--- src/rtl/sat_accum_pkg.sv ---
// Shared types and width helpers for the saturating message accumulator.
// Optional feature macro used by sat_accum: SAT_STATS_EN (saturation-event counter).
package sat_accum_pkg;

  // Frame-tracking states: no frame open / frame open.
  typedef enum logic {
    ST_IDLE  = 1'b0,
    ST_ACCUM = 1'b1
  } state_e;

  // Accumulator width is the message width plus guard bits.
  function automatic int unsigned acc_width(input int unsigned w, input int unsigned ext);
    return w + ext;
  endfunction

endpackage

--- src/rtl/sat_clamp.sv ---
// Combinational signed clamp from W_IN bits down to W_OUT bits.
// Ports:
//   i_value   : signed input, W_IN bits
//   i_sym     : 1 = symmetric range +/-(2^(W_OUT-1)-1), 0 = full two's-complement range
//   o_value_c : clamped value, W_OUT bits
//   o_flag_c  : high when the input was outside the selected range
module sat_clamp #(
  parameter int unsigned W_IN  = 13,
  parameter int unsigned W_OUT = 12
) (
  input  logic signed [W_IN-1:0]  i_value,
  input  logic                    i_sym,
  output logic signed [W_OUT-1:0] o_value_c,
  output logic                    o_flag_c
);

  localparam logic signed [W_IN-1:0] C_MAX =
    {{(W_IN-W_OUT+1){1'b0}}, {(W_OUT-1){1'b1}}};
  localparam logic signed [W_IN-1:0] C_MIN =
    {{(W_IN-W_OUT+1){1'b1}}, {(W_OUT-1){1'b0}}};

  logic signed [W_IN-1:0] w_min;

  // Symmetric mode gives up the most negative code.
  assign w_min = i_sym ? (C_MIN + W_IN'(1)) : C_MIN;

  always_comb begin
    o_value_c = i_value[W_OUT-1:0];
    o_flag_c  = 1'b0;
    if (i_value > C_MAX) begin
      o_value_c = C_MAX[W_OUT-1:0];
      o_flag_c  = 1'b1;
    end else if (i_value < w_min) begin
      o_value_c = w_min[W_OUT-1:0];
      o_flag_c  = 1'b1;
    end
  end

endmodule

--- src/rtl/sat_accum.sv ---
// Multi-channel saturating LLR accumulator: sums a frame of beats per lane in an
// extended-width register, arithmetic right shift on the last beat, saturates to
// message width. valid/ready on both sides.
// Optional macro SAT_STATS_EN adds the sat_count port/register.
// Ports:
//   clk, rst            : clock, asynchronous active-high reset
//   in_valid/in_ready   : input beat handshake
//   in_data             : CHANNELS lanes of WIDTH bits, lane c at [c*WIDTH +: WIDTH]
//   in_first/in_last    : frame delimiters
//   shift, sym_mode     : normalisation shift and output range, taken on the last beat
//   out_valid/out_ready : result handshake
//   out_data, out_sat   : saturated results and per-lane saturation flags
//   sat_count           : frames with any saturation (SAT_STATS_EN only)
module sat_accum
  import sat_accum_pkg::*;
#(
  parameter int unsigned WIDTH         = 8,
  parameter int unsigned EXTENDED_BITS = 4,
  parameter int unsigned CHANNELS      = 4,
`ifdef SAT_STATS_EN
  parameter int unsigned CNT_W         = 16,
`endif
  parameter int unsigned SHIFT_W       = 2
) (
  input  logic                        clk,
  input  logic                        rst,
  input  logic                        in_valid,
  output logic                        in_ready,
  input  logic [CHANNELS*WIDTH-1:0]   in_data,
  input  logic                        in_first,
  input  logic                        in_last,
  input  logic [SHIFT_W-1:0]          shift,
  input  logic                        sym_mode,
  output logic                        out_valid,
  input  logic                        out_ready,
  output logic [CHANNELS*WIDTH-1:0]   out_data,
  output logic [CHANNELS-1:0]         out_sat
`ifdef SAT_STATS_EN
  ,
  output logic [CNT_W-1:0]            sat_count
`endif
);

  localparam int unsigned AW = acc_width(WIDTH, EXTENDED_BITS);

  state_e                    r_state, w_state_next;
  logic signed [AW-1:0]      r_acc       [CHANNELS];
  logic signed [AW-1:0]      w_acc_next  [CHANNELS];
  logic signed [AW-1:0]      w_acc_clamp [CHANNELS];
  logic signed [AW-1:0]      w_shifted   [CHANNELS];
  logic signed [AW:0]        w_sum       [CHANNELS];
  logic signed [WIDTH-1:0]   w_out_val   [CHANNELS];
  logic [CHANNELS-1:0]       r_sticky, w_sticky_next;
  logic [CHANNELS-1:0]       w_acc_flag, w_out_flag, w_out_sat;
  logic [CHANNELS*WIDTH-1:0] w_out_data;
  logic                      w_fire, w_load, w_start;

  assign in_ready = !out_valid || out_ready;
  assign w_fire   = in_valid && in_ready;
  assign w_load   = w_fire && in_last;

  // Next state and frame-start decode.
  always_comb begin
    w_state_next = r_state;
    w_start      = (r_state == ST_IDLE) || in_first;
    if (w_fire) begin
      w_state_next = in_last ? ST_IDLE : ST_ACCUM;
    end
  end

  always_ff @(posedge clk or posedge rst) begin
    if (rst) r_state <= ST_IDLE;
    else     r_state <= w_state_next;
  end

  // Per-lane accumulate, normalise and output saturation.
  for (genvar g = 0; g < int'(CHANNELS); g++) begin : g_lane
    logic signed [WIDTH-1:0] w_beat;
    assign w_beat   = in_data[g*WIDTH +: WIDTH];
    assign w_sum[g] = (AW+1)'(r_acc[g]) + (AW+1)'(w_beat);

    sat_clamp #(.W_IN(AW+1), .W_OUT(AW)) u_acc_clamp (
      .i_value   (w_sum[g]),
      .i_sym     (1'b1),
      .o_value_c (w_acc_clamp[g]),
      .o_flag_c  (w_acc_flag[g])
    );

    // A frame start reloads the lane and forgets any earlier clamp.
    assign w_acc_next[g]    = w_start ? AW'(w_beat) : w_acc_clamp[g];
    assign w_sticky_next[g] = !w_start && (r_sticky[g] || w_acc_flag[g]);
    assign w_shifted[g]     = w_acc_next[g] >>> shift;

    sat_clamp #(.W_IN(AW), .W_OUT(WIDTH)) u_out_clamp (
      .i_value   (w_shifted[g]),
      .i_sym     (sym_mode),
      .o_value_c (w_out_val[g]),
      .o_flag_c  (w_out_flag[g])
    );

    assign w_out_sat[g]                  = w_out_flag[g] || w_sticky_next[g];
    assign w_out_data[g*WIDTH +: WIDTH]  = w_out_val[g];
  end

  // Accumulator and sticky flags update on every accepted beat.
  always_ff @(posedge clk or posedge rst) begin
    if (rst) begin
      for (int c = 0; c < int'(CHANNELS); c++) r_acc[c] <= '0;
      r_sticky <= '0;
    end else if (w_fire) begin
      for (int c = 0; c < int'(CHANNELS); c++) r_acc[c] <= w_acc_next[c];
      r_sticky <= w_sticky_next;
    end
  end

  // Output register: load on last beat, retire on out_ready.
  always_ff @(posedge clk or posedge rst) begin
    if (rst) begin
      out_valid <= 1'b0;
      out_data  <= '0;
      out_sat   <= '0;
    end else if (w_load) begin
      out_valid <= 1'b1;
      out_data  <= w_out_data;
      out_sat   <= w_out_sat;
    end else if (out_ready) begin
      out_valid <= 1'b0;
    end
  end

`ifdef SAT_STATS_EN
  // Count frames with any saturation; holds at all-ones.
  always_ff @(posedge clk or posedge rst) begin
    if (rst) begin
      sat_count <= '0;
    end else if (w_load && (|w_out_sat) && (sat_count != '1)) begin
      sat_count <= sat_count + CNT_W'(1);
    end
  end
`endif

endmodule

--- config.mk ---
export PLATFORM = sky130hd
export DESIGN_NAME = sat_accum
export DESIGN_NICKNAME = d
export VERILOG_FILES = /design/src/rtl/sat_accum_pkg.sv /design/src/rtl/sat_clamp.sv /design/src/rtl/sat_accum.sv
export SDC_FILE = /design/constraint.sdc
export NUM_CORES = 1
export LEC_CHECK = 0
export BUFFER_PORTS_ARGS = -buffer_cell sky130_fd_sc_hd__buf_2
export CAP_MARGIN = 15
export CORE_MARGIN = 2
export CORE_UTILIZATION = 62
export CTS_CLUSTER_DIAMETER = 30
export DETAILED_ROUTE_END_ITERATION = 8
export GPL_TIMING_DRIVEN = 0
export PLACE_DENSITY = 0.85
export SLEW_MARGIN = 20
export SYNTH_ARGS = -nofsm -noshare
export SYNTH_HDL_FRONTEND = slang
export SYNTH_SLANG_ARGS = --single-unit
--- constraint.sdc ---
create_clock -name clk -period 5 [get_ports clk]
set_input_delay 1 -clock clk [delete_from_list [all_inputs] [get_ports clk]]
set_output_delay 1 -clock clk [all_outputs]
set_load 0.1 [all_outputs]
# --- Yosys cells after proc, flatten, opt, wreduce, memory -nomap -nowiden ---
# Index checks and enable logic that the tools add are counted.
totals:
  register_bits: 90
  input_bits: 41
  out_inout_bits: 38
  word_cells: 93
classes:
  n_addsub: 4
  magnitude_cmp: 16
  shift: 4
  n_mux: 40
  bitwise: 1
  n_reduce_logical: 19
ops:
  columns: ["op", "count"]
  rows:
  - ["12-bit 2-to-1 mux", 12]
  - ["8-bit 2-to-1 mux", 8]
  - ["12-bit by 8-bit adder with 13-bit output", 4]
  - ["13-bit by 12-bit > comparator with 1-bit output, second input constant", 4]
  - ["13-bit by 12-bit less-than comparator with 1-bit output, second input constant", 4]
  - ["12-bit by 8-bit > comparator with 1-bit output, second input constant", 4]
  - ["12-bit less-than comparator", 4]
  - ["12-bit by 2-bit >>> shifter with 12-bit output", 4]
  - ["1-bit 2-to-1 mux", 20]
  - ["1-bit logical OR", 10]
  - ["1-bit logical AND", 6]
  - ["1-bit zero test", 2]
  - ["2-bit nonzero test", 1]
  - ["1-bit inverter", 1]

# --- Depth between registers and ports, before layout ---
depth:
  ltp_word: 10
  ltp_mapped: 15
  depth_no_buf: 14

# --- Cells and area by module ---
# A second synthesis with hierarchy kept.
hier_totals:
  hier_cells: 1015
  area_unflattened_um2: 8429.3
modules_own_cells:
  columns: ["module", "instances", "cells_each", "area_each_um2", "seq_area_each_um2"]
  rows:
  - ["sat_accum", 1, 735, 6767.7, 2252.2]
  - ["sat_clamp at g_lane[0].u_out_clamp ...", 4, 38, 230.2, 0.0]
  - ["sat_clamp at g_lane[0].u_acc_clamp ...", 4, 32, 185.2, 0.0]

# --- Least setup slack after synthesis ---
# OpenSTA, ideal clock, no wires.
synth_timing:
  path_type: "input -> register"
  from: "in in_data[8]"
  to: "reg out_sat[1]"
  setup_ns: 0.084
  arrival_ns: 4.094
  required_ns: 4.916
  setup_slack_ns: 0.822
  cell_stages: 14
  n_path_buf: 0
  cell_sequence: "ha_1 > inv_1 > fa_1 > nor2b_4 > o2111ai_2 > nand3b_4 > a211o_1 > nand2_1 > nor3_1 > a311oi_2 > a221oi_2 > or4_1 > or4_1 > a41oi_2"
synth_between:
  elab_chain_len: 10
  word_cells_on_any_way: 16
  classes_between: "add/sub (1); order compare (4); shift (1); mux (7); reduce/logical (3)"
synth_lines:
  columns: ["element", "line", "rtl"]
  rows:
  - ["start: declaration", "sat_accum.sv:29", "input logic [CHANNELS*WIDTH-1:0] in_data,"]
  - ["12-bit by 8-bit adder with 13-bit output", "sat_accum.sv:80", "assign w_sum[g] = (AW+1)'(r_acc[g]) + (AW+1)'(w_beat);"]
  - ["13-bit by 12-bit less-than comparator with 1-bit output", "sat_clamp.sv:33", "end else if (i_value < w_min) begin"]
  - ["12-bit 2-to-1 mux", "sat_clamp.sv:33", null]
  - ["12-bit 2-to-1 mux", "sat_clamp.sv:30", "if (i_value > C_MAX) begin"]
  - ["12-bit 2-to-1 mux", "sat_accum.sv:90", "assign w_acc_next[g] = w_start ? AW'(w_beat) : w_acc_clamp[g];"]
  - ["12-bit by 2-bit >>> shifter with 12-bit output", "sat_accum.sv:92", "assign w_shifted[g] = w_acc_next[g] >>> shift;"]
  - ["12-bit less-than comparator", "sat_clamp.sv:33", null]
  - ["1-bit 2-to-1 mux", "sat_clamp.sv:33", null]
  - ["1-bit 2-to-1 mux", "sat_clamp.sv:30", null]
  - ["1-bit logical OR (*)", "sat_accum.sv:101", "assign w_out_sat[g] = w_out_flag[g] || w_sticky_next[g];"]
  - ["end signal: assignment", "sat_accum.sv:125", "out_sat <= w_out_sat;"]
  - ["end: declaration", "sat_accum.sv:37", "output logic [CHANNELS-1:0] out_sat"]
# Mark *: on every way between the ends. The rest lies on a longest branch, timed or not.
# A chain may end at the register's enable or synchronous reset.

# --- Worst setup path after layout ---
layout_timing:
  from: "in in_first"
  to: "reg out_sat[3]"
layout_between:
  elab_chain_len: 7
  word_cells_on_any_way: 10
  classes_between: "order compare (2); shift (1); mux (3); reduce/logical (4)"
layout_lines:
  columns: ["element", "line", "rtl"]
  rows:
  - ["start: declaration", "sat_accum.sv:30", "input logic in_first,"]
  - ["1-bit logical OR (*)", "sat_accum.sv:65", "w_start = (r_state == ST_IDLE) || in_first;"]
  - ["12-bit 2-to-1 mux", "sat_accum.sv:90", null]
  - ["12-bit by 2-bit >>> shifter with 12-bit output", "sat_accum.sv:92", null]
  - ["12-bit less-than comparator", "sat_clamp.sv:33", null]
  - ["1-bit 2-to-1 mux", "sat_clamp.sv:33", null]
  - ["1-bit 2-to-1 mux", "sat_clamp.sv:30", null]
  - ["1-bit logical OR (*)", "sat_accum.sv:101", null]
# Marks and branches as above.

==> impl_results.md <==
* Status: completed
* Clock Skew at ~0.011 ns
* Area Growth Syn to Fin at 10.1%
* Fill count at approximately 1200
* Largest family of logic cells by synthesized area: compound AO/OA/AOI/OAI gates
* Fin crit share at 96.1%
* Slew Viols, Final at 0
* Peak VDD IR at 0.000434 V
* I/O Pins at 79
* Height of the chip at approximately 130 um
* Resized cells post-CTS at 0
* Most frequent cells in the layout: 169 x nand2_1, 117 x o21ai_0, 115 x nor2_1
* Clk sinks at 90
* Max H-tree Level at 3
* Top_reg_cell synth: dfrtp_1
* Seq/Total Area, Yosys at about a quarter
* Synthesized net count at 1305
* Fmax at 0.208 GHz
* Pin count of the biggest net entering global routing at 47
* Reg2reg start: r_state
* Layout cell share with drive strength beyond 1 at around 12%
* Yosys cell types at 97
* Total power at 5.64 mW
* Net Sw Frac at 56.8%
* EDFF count, synth at 0
* Drt initial violations at 1468
* Antenna-violating nets left at 0
* P_int at 2.43 mW
* Critical Path AT at 5.12 ns
* Postcts setup bufs at 0
* Vias in the first global route at 9931
* Dpl ws at -0.0127 ns
* Tmin final at 4.81 ns
* Max-cap violation count at 0
* Syn. warnings at 0
* P_leak at roughly 4.3 nW
* Worst slew margin at 18.0%
* Post-Synth Adder-Cell Area at 7.92%
* Clk_lat worst skew at about 0.36 ns
* Synth Area in Compound Gates at 34.8%
* Global route overflow at 0
* Tot GR Track Use at about two fifths
* Unrepaired setup endpoints after global routing: no
* Final wirelength at 32100 um
* Setup TNS at 0 ns
* Final Cell Area at 10200 um^2
* Placed cell areas at 9880 um^2
* Worst Slack Setup Final at 0.194 ns
* Multiplexer share of the synthesized area at 3.09%
* Clock buffer depth at 2
* Critical Path Source Type: input port
* Syn_area_per_cell at roughly 7.6 um^2
* Global-route wire length before repair at 51400 um
* Wire length per cell at 21.6 um
* Initial antenna violation count at 0
* Hold Worst Slack at between 0.4 and 0.5 ns
* Critical path origin: in_first
* Die Area at 15900 um^2
* Setup crit end kind: register
* Clock power frac at 11.7%
* TritonCTS clock tree: built
* Core ar. at about 15000 um^2
* Die width at between 100 and 150 um
* # diodes at 0
* Endpoints failing hold at 0
* Hold Path Class: reg2reg
* DRC at 0
* Power Density at 555 nW/um^2
* Switch Pwr at 3.20 mW
* Cell Area, Synth at a little over 9000 um^2
* Worst hold start: out_data[7]
* Port Buffers at 78
* Root buf cell: clkbuf_16
* Hpwl dp at 24000 um
* Clock-pin slew on the worst setup and hold paths at 0.07 ns
* Final #Nets at 1395
* DRT Pass-1 Iters at 8
* Xor and xnor fraction of the mapped netlist area at under 10%
* Worst Setup Path Type: in2reg
* CP required at 5.31 ns
* DR vias at roughly 11000
* Gate power share at 68.9%
* Asr flop ratio synth at 100%
* Num CTS Buffers at 9
* # hold bufs at CTS at 0
* Worst Tran Pin Value at 1.22 ns
* Yosys reg bits at 90
* Number of setup violations in the final report at 0
* Num rows at 44
* Synth Instances at 1212
* Post-Synth Simple-Gate Area at 22.6%
* Initial Utilization at between 60% and 70%
* Critical Path Fanout Max at 10
* R2R setup slack at between 0.5 and 0.6 ns
* Seq pwr share at 19.3%
* Vias per cell at 7.06
* Commonest non-fill, non-tap cell in the layout: nand2_1
* GP Congestion at 0.974
power by group through the flow:
stage                     combinational, mW  sequential [mW]  clock (mW)
after floorplan                        2.21             1.82           0
after global placement                 3.69             1.09           0
after detailed placement               3.75             1.10           0
after CTS                              3.77             1.08       0.659
after global routing                   4.16             1.11       0.694
final                                  3.89             1.09       0.661
metal layers:
| layer | vias to the layer above | track usage, % | share of wire [%] |
|---|---|---|---|
| met5 | - | 0 | 0 |
| met4 | 0 | 23.1 | 5.7 |
| met3 | 173 | 8.24 | 12 |
| met2 | 719 | 62.5 | 44 |
| met1 | 4919 | 53.0 | 38 |
| li1 | 4713 | - | - |
path summary, 6_finish.rpt:
path / depth (start not counted) / end
setup / recovery: 11 / out_sat[3]
hold / removal: 2 / out_data[7]
setup reg to reg: 10 / out_sat[3]
hold reg to reg: 2 / out_data[7]
max in group asynchronous: 3 / r_acc[17]
min in group asynchronous: 2 / r_acc[9]
sequential cells by signal, summed over array words and instances, names as in the netlist:
signal and cells:
out_data 32, out_sat 4, out_valid 1, r_acc 48
r_state 1, r_sticky 4
kinds of logic after synthesis:
logic type / after synthesis
muxes: 26
DFF: 90
buffers and inverters: 105
and+or+nand+nor: 443
adders and majority gates: 57
AOI/OAI and AO/OA: 463
xor gates and xnor gates: 28
layout make-up:
cell class	count	area [um^2]	share of cell area, %
clock inverters	3	23.8	0.234
repair buffers	79	418	4.11
well taps	184	230	2.27
inverters	34	130	1.28
plain buffers	71	295	2.91
multi-input cells	1017	6570	64.6
flip-flops and latches	90	2250	22.2
clock buffers	12	246	2.43
synth_stat cells, drive strengths merged, types with 6 or more instances:
master     n  area (um^2)
nand2    169          634
o21ai    127          639
nor2     116          438
dfrtp     90         2250
a21oi     85          429
clkbuf    52          195
ha        48          601
inv       33          124
nand3     33          165
nor3      33          175
a211oi    29          265
o211ai    25          188
a21o      19          143
buf       19          100
o31ai     19          148
xnor2     19          166
a31oi     16          100
o21a      16          120
mux2i     15          150
a22o      12          105
nand2b    12         75.1
a211o     10         87.6
and2      10         62.6
mux2      10          113
xor2       9         78.8
and3       8         50.1
nor2b      8         57.6
o22ai      8         50.1
or2        8         50.1
a221oi     7         67.6
nor4       7         62.6
or3        7         43.8
or4        7         56.3
a2111oi    6         65.1
a21boi     6         45.0
a2bb2oi    6         52.6
o21bai     6         45.0
o311ai     6         70.1
o31a       6         52.6
worst max-delay path: stages:
cell,delay (ns)
buf_2,0.10
nand2b_1,0.14
clkbuf_1,0.41
clkbuf_1,0.62
clkbuf_1,0.58
clkbuf_1,0.59
a211oi_1,0.15
a211oi_1,0.66
o32ai_1,0.23
nor4_1,0.43
o22a_1,0.20
stage by stage:
stage	util, %	std cells
floorplan	-	1212
global placement	67.8	1474
detailed placement	68.0	1475
CTS	69.8	1490
global route	69.9	1490
finish	69.9	1490
Note: power is estimated with default switching activity, not from simulation.
